## src/rtl/mem_arb_pkg.sv

```systemverilog
// Shared types and default parameters for the data-memory arbiter (CPU port + video read port).
package mem_arb_pkg;

    localparam int MEM_ARB_ADDR_W   = 16;
    localparam int MEM_ARB_DATA_W   = 32;
    localparam int MEM_ARB_MAX_WAIT = 4;

    // Records which requester owns the read response arriving next cycle.
    typedef enum logic [1:0] {
        OP_IDLE   = 2'd0,
        OP_CPU_RD = 2'd1,
        OP_VID_RD = 2'd2
    } last_op_e;

endpackage

```

## src/rtl/mem_arb_starve_cnt.sv

```systemverilog
// Saturating count of consecutive CPU stall cycles; used by the starvation guard
// (only instantiated when MEM_ARB_STARVE_GUARD_EN is defined).
module mem_arb_starve_cnt
    import mem_arb_pkg::*;
#(
    parameter int MAX_WAIT = MEM_ARB_MAX_WAIT
) (
    input  logic clk,
    input  logic rst_n,
    input  logic inc_i,
    input  logic clr_i,
    output logic at_max_o
);

    localparam int              CNT_W    = $clog2(MAX_WAIT + 1);
    localparam logic [CNT_W-1:0] WAIT_MAX = CNT_W'(MAX_WAIT);

    logic [CNT_W-1:0] cpu_wait_d;
    logic [CNT_W-1:0] cpu_wait_q;

    // Next count: clear wins, otherwise increment until saturated.
    always_comb begin
        cpu_wait_d = cpu_wait_q;
        if (clr_i) begin
            cpu_wait_d = {CNT_W{1'b0}};
        end else if (inc_i && (cpu_wait_q != WAIT_MAX)) begin
            cpu_wait_d = cpu_wait_q + CNT_W'(1);
        end else begin
            cpu_wait_d = cpu_wait_q;
        end
    end

    // Counter register.
    always_ff @(posedge clk or negedge rst_n) begin
        if (!rst_n) begin
            cpu_wait_q <= {CNT_W{1'b0}};
        end else begin
            cpu_wait_q <= cpu_wait_d;
        end
    end

    assign at_max_o = (cpu_wait_q == WAIT_MAX);

endmodule

```

## src/rtl/mem_arbiter.sv

```systemverilog
// Two-port arbiter (CPU load/store, video read) onto a single synchronous-read memory.
// Define MEM_ARB_STARVE_GUARD_EN to let a stalled CPU win after MAX_WAIT lost cycles.
module mem_arbiter
    import mem_arb_pkg::*;
#(
    parameter int ADDR_W   = MEM_ARB_ADDR_W,
    parameter int DATA_W   = MEM_ARB_DATA_W,
    parameter int MAX_WAIT = MEM_ARB_MAX_WAIT
) (
    input  logic              clk,
    input  logic              rst,
    input  logic              cpu_req,
    input  logic              cpu_we,
    input  logic [ADDR_W-1:0] cpu_addr,
    input  logic [DATA_W-1:0] cpu_wdata,
    output logic              cpu_gnt,
    output logic              cpu_stall,
    output logic              cpu_rvalid,
    output logic [DATA_W-1:0] cpu_rdata,
    input  logic              vid_req,
    input  logic [ADDR_W-1:0] vid_addr,
    output logic              vid_gnt,
    output logic              vid_rvalid,
    output logic [DATA_W-1:0] vid_rdata,
    output logic              mem_en,
    output logic              mem_we,
    output logic [ADDR_W-1:0] mem_addr,
    output logic [DATA_W-1:0] mem_wdata,
    input  logic [DATA_W-1:0] mem_rdata
);

    logic     cpu_gnt_s;
    logic     vid_gnt_s;
    logic     force_cpu_s;
    last_op_e last_op_d;
    last_op_e last_op_q;

`ifdef MEM_ARB_STARVE_GUARD_EN
    mem_arb_starve_cnt #(
        .MAX_WAIT (MAX_WAIT)
    ) u_starve_cnt (
        .clk      (clk),
        .rst_n    (rst),
        .inc_i    (cpu_req & ~cpu_gnt_s),
        .clr_i    (~cpu_req | cpu_gnt_s),
        .at_max_o (force_cpu_s)
    );
`else
    // Strict video priority: the CPU is never forced through.
    assign force_cpu_s = 1'b0;
`endif

    // Grant decision; the reset input gates all grants so nothing issues while in reset.
    always_comb begin
        cpu_gnt_s = 1'b0;
        vid_gnt_s = 1'b0;
        if (!rst) begin
            cpu_gnt_s = 1'b0;
            vid_gnt_s = 1'b0;
        end else if (cpu_req && (!vid_req || force_cpu_s)) begin
            cpu_gnt_s = 1'b1;
        end else if (vid_req) begin
            vid_gnt_s = 1'b1;
        end else begin
            cpu_gnt_s = 1'b0;
            vid_gnt_s = 1'b0;
        end
    end

    // Memory port mux; address and data are zero when no access is issued.
    always_comb begin
        mem_addr  = {ADDR_W{1'b0}};
        mem_wdata = {DATA_W{1'b0}};
        mem_we    = 1'b0;
        if (cpu_gnt_s) begin
            mem_addr  = cpu_addr;
            mem_wdata = cpu_wdata;
            mem_we    = cpu_we;
        end else if (vid_gnt_s) begin
            mem_addr  = vid_addr;
        end else begin
            mem_addr  = {ADDR_W{1'b0}};
        end
    end

    // Next owner of the read response; stores produce none.
    always_comb begin
        last_op_d = OP_IDLE;
        if (cpu_gnt_s && !cpu_we) begin
            last_op_d = OP_CPU_RD;
        end else if (vid_gnt_s) begin
            last_op_d = OP_VID_RD;
        end else begin
            last_op_d = OP_IDLE;
        end
    end

    // Response-owner register; reset discards any read still in flight.
    always_ff @(posedge clk or negedge rst) begin
        if (!rst) begin
            last_op_q <= OP_IDLE;
        end else begin
            last_op_q <= last_op_d;
        end
    end

    assign cpu_gnt    = cpu_gnt_s;
    assign vid_gnt    = vid_gnt_s;
    assign cpu_stall  = cpu_req & ~cpu_gnt_s;
    assign mem_en     = cpu_gnt_s | vid_gnt_s;
    assign cpu_rvalid = (last_op_q == OP_CPU_RD);
    assign vid_rvalid = (last_op_q == OP_VID_RD);
    assign cpu_rdata  = mem_rdata;
    assign vid_rdata  = mem_rdata;

endmodule

```

## config.mk

```make
export PLATFORM = sky130hd
export DESIGN_NAME = mem_arbiter
export DESIGN_NICKNAME = d
export VERILOG_FILES = /design/src/rtl/mem_arb_pkg.sv /design/src/rtl/mem_arb_starve_cnt.sv /design/src/rtl/mem_arbiter.sv
export SDC_FILE = /design/constraint.sdc
export NUM_CORES = 1
export LEC_CHECK = 0
export ABC_AREA = 1
export CORE_AREA = 2 2 86 88
export CTS_BUF_LIST = sky130_fd_sc_hd__clkbuf_8
export CTS_CLUSTER_SIZE = 28
export DETAILED_ROUTE_END_ITERATION = 10
export DIE_AREA = 0 0 88 90
export PLACE_DENSITY = 0.7
export RECOVER_POWER = 100
export SYNTH_ARGS = -nofsm -noshare
export SYNTH_HDL_FRONTEND = slang
export SYNTH_SLANG_ARGS = --single-unit
```

## constraint.sdc

```tcl
create_clock -name clk -period 0.8 [get_ports clk]
set_input_delay 0.12 -clock clk [delete_from_list [all_inputs] [get_ports clk]]
set_output_delay 0.12 -clock clk [all_outputs]
set_load 0.01 [all_outputs]
```

## Word level (Yosys, flattened, before mapping)

Cells that the tools add are included.

- Flip-flop bits (word level): 2
- Bits in latches: 0
- RAM bits: 0
- Bits in read-only memories: 0
- Input port bits: 101
- Output and inout port bits: 119
- Word-level logic and storage cells: 21
- Memories kept: 0

- Add/sub/neg operators: 0
- Multipliers: 0
- Div/mod/pow operators: 0
- Order comparisons: 0
- Eq/ne operators: 2
- Shift operators: 0
- Mux-type cells: 11
- Bitwise gates (word level): 3
- Reduce and logical (&&, ||, !) cells: 4

Operators by type and width:

| cell | number |
|---|---|
| 16-bit two-way mux | 2 |
| 32-bit two-way mux | 1 |
| 1-bit two-way mux | 6 |
| 2-bit two-way mux | 2 |
| 2-bit by 1-bit == test with 1-bit output, second input constant | 1 |
| 2-bit == test, second input constant | 1 |
| 1-bit logical AND | 2 |
| 1-bit zero test | 2 |
| 1-bit bitwise AND | 1 |
| 1-bit NOT | 1 |
| 1-bit OR | 1 |

## Longest topological paths before layout

- Word-level depth: 6
- Mapped depth: 6

## Least setup slack after synthesis

Ideal clock, no wire load.

- Kind: input-to-output
- From: input rst
- To: output mem_wdata[0]
- Data arrival time: 701 ps
- Required time: 680 ps
- Setup slack: -21 ps
- Cell stages on the path: 4
- Buffers on the path: 2
- Path through: buf_4 -> nand3_4 -> buf_6 -> nor2_1

- Word-level cells in the longest chain between the ends: 2

RTL lines:

| what | RTL line | RTL |
|---|---|---|
| start: declaration | mem_arbiter.sv:11 | `input logic rst,` |
| 1-bit two-way mux | mem_arbiter.sv:57 | `if (!rst) begin` |
| 32-bit two-way mux | mem_arbiter.sv:75 | `if (cpu_gnt_s) begin` |
| end: declaration | mem_arbiter.sv:28 | `output logic [DATA_W-1:0] mem_wdata,` |

Every way passes these cells.

## Worst setup path after layout

- From: input vid_req
- To: output mem_wdata[15]

- Word-level cells in the longest chain between the ends: 5

RTL lines:

| what | RTL line | RTL |
|---|---|---|
| start: declaration | mem_arbiter.sv:20 | `input logic vid_req,` |
| 1-bit zero test | mem_arbiter.sv:60 | `end else if (cpu_req && (!vid_req \|\| force_cpu_s)) begin` |
| 1-bit logical AND | mem_arbiter.sv:60 |  |
| 1-bit two-way mux | mem_arbiter.sv:60 |  |
| 1-bit two-way mux | mem_arbiter.sv:57 |  |
| 32-bit two-way mux | mem_arbiter.sv:75 |  |

Every way passes these cells.

==> impl_metrics.py <==
metrics = {
    "yosys": {
        "synthesis.area_um2": 1190,
        "ys_ff_latch": 2,
        "ys_seq_area_share_pct": 4.20,
        "yosysWarnings": 0,
        "yosysUniqueCellTypes": 14,
        "postSynthCellCount": 204,
        "postSynthAreaPerCell_um2": 5.85,
        "syn_nets": 305,
    },
    "power_and_ir_drop": {
        "p_leak_nw": 1.38,
        "vdd_drop_max_mv": 0.293,
        "p_per_area_nw_per_um2": 610,
    },
    "floorplanning": {
        "fp.dieH_um": 90,
        "die_w_um": 88,
        "start_util_pct": 17.0,
        "die-area_um2": 7920,
        "core_um2": 7020,
        "ioPinCount": 220,
        "rows": 31,
    },
    "placed_design": {
        "place_area_um2": 2090,
        "port_buffers": 123,
        "place.gp.congestion": 0.754,
        "hpwl_um": 3480,
    },
    "detailed_routing": {
        "routed_wirelength_um": 4810,
        "vias": 1425,
        "wl_per_cell_um": 12.6,
        "drt-initial-drc-count": 11,
        "antenna_left": 0,
        "drc": 0,
        "drt-pass1-iter-count": 5,
        "viasPerCell": 3.75,
    },
    "final_layout": {
        "largest_reg_flops": 2,
        "final_cell_area_um2": 2430,
        "largest_registers": "last_op_q (2)",
        "regMostFlops": "last_op_q",
        "fin_nets": 384,
        "final_common_cell": "dlygate4sd2_1",
        "drive_gt1_share_pct": 45.9,
        "final_cell_mix": "dlygate4sd2_1 (35), buf_6 (34), inv_1 (29), buf_2 (29), nand2_1 (26)",
        "antennaDiodeCount": 0,
        "areaGrowthSynthToFinish_pct": 104,
    },
    "timing": {
        "final-hold-violation-count": 0,
        "min_period_over_period_pct": 124,
        "fin_crit_ns": 0.991,
        "fmax_ghz": 1.01,
        "slew_headroom_pct": 88.5,
        "rsz0062_at_grt": "true",
        "finalWorstSetupSlack_ns": -0.191,
        "maxSlewViolCount": 0,
        "tightest_slew_ns": 0.172,
        "setup_viol": 53,
        "setup_tns_ns": -6.88,
    },
    "cts": {
        "cts.sinks": 2,
        "htreeDepth": 1,
        "cts_tree": "done",
        "cts_root_buf": "clkbuf_8",
        "numCtsBuffers": 3,
        "clk_path_buf_depth": 2,
    },
    "grt": {
        "grt_pass1_vias": 1472,
        "track_usage_pct": 11.5,
        "antenna_found_initial": 0,
        "grt_start_max_net_pins": 17,
        "grt_pass1_wl_um": 7230,
        "gr-total-overflow": 0,
    },
    "run_status": {
        "violations": "negative setup slack",
        "outcome": "complete, but fails checks",
    },
    "critical_path": {
        "worstSetupEndpoint": "mem_wdata[15]",
        "worstSetupPathType": "in2out",
        "cpPeakStageDelay_ns": 0.16,
        "cp-start-kind": "input pin",
        "cp-end-kind": "primary output",
        "required_ns": 0.68,
        "path_cells": "buf_8 -> inv_4 -> nand3_4 -> buf_6 -> buf_16 -> nor2_4 -> buf_6",
        "slowest_stage": "buf_6",
        "crit_start": "vid_req",
        "path_max_fanout": 5,
        "cp.arrival_ns": 0.87,
        "critPathMostFrequentCell": "buf_6",
    },
    "hold_path": {
        "hp-class": "in2out",
    },
    "job": {
        "cap_viol_max_count": 0,
    },
}
## worst max-delay path: cells and delay by family
family,cells,cell delay (ns)
simple gates,2,0.19
buf+inv,5,0.55
## what timing repair did
action,4_1_cts,5_1_grt
pin swaps,46,16
gates cloned,6,1
endpoints found under the setup margin,57,55
hold buffers,1,0
setup buffers,7,1
resized for setup,329,66
hold endpoints to repair,2,0
## through the flow
step	worst slack (ns)	util [%]	total power [mW]	std cells	hold WS [ns]
3_5_place_dp	-1.08	29.8	0.990	364	0.240
2_1_floorplan	-0.0213	-	0.713	204	-0.176
6_report	-0.191	34.6	1.48	380	0.240
3_3_place_gp	-1.08	29.8	0.985	364	0.240
5_1_grt	-0.242	34.6	1.57	380	0.240
4_1_cts	-0.207	31.6	1.43	381	0.240
## power by group
part           total [mW]  internal [mW]  switching (mW)
registers           0.108          0.106         0.00180
clock network       0.395          0.318          0.0774
logic               0.979          0.547           0.432
## layer usage
| layer | GRT usage [%] | wire [um] | vias up |
|---|---|---|---|
| met3 | 2.20 | 495 | 20 |
| met1 | 11.5 | 1560 | 618 |
| met4 | 4.23 | 81 | 0 |
| met2 | 22.6 | 2670 | 96 |
| li1 | - | - | 691 |
| met5 | 0 | 0 | - |
## cell families after synthesis
group                  after synthesis  synth area share, %
buffers and inverters              112                 60.2
flip-flops                           2                 4.20
AND/OR/NAND/NOR                     90                 35.6
## area by class of cell
class	count	area (um2)
timing repair buffer	145	1410
clock buffer	3	41.3
tap	99	124
sequential	2	50.0
fill	762	4590
timing repair inverter	2	20.0
inverter	39	161
multi-input combinational	90	622
## how the worst min path moves through the flow
stage / endpoint / cells after the start / slack, ns / from
6_report: cpu_rdata[18] / 0 / 0.24 / mem_rdata[18]
5_1_grt: vid_rdata[23] / 0 / 0.24 / mem_rdata[23]
4_1_cts: cpu_rdata[10] / 0 / 0.24 / mem_rdata[10]
3_5_place_dp: cpu_rdata[10] / 0 / 0.24 / mem_rdata[10]
3_3_place_gp: cpu_rdata[10] / 0 / 0.24 / mem_rdata[10]
2_1_floorplan: last_op_q[0] / 0 / -0.18 / rst
## cells in the mapped netlist (all sizes together)
master	instances	area, um2
nand4	16	100
nand2	35	139
inv	39	154
nor2	38	168
dfrtp	2	50.1
nand3	1	17.5
buf	73	564
Power figures use the tool's default switching activity.
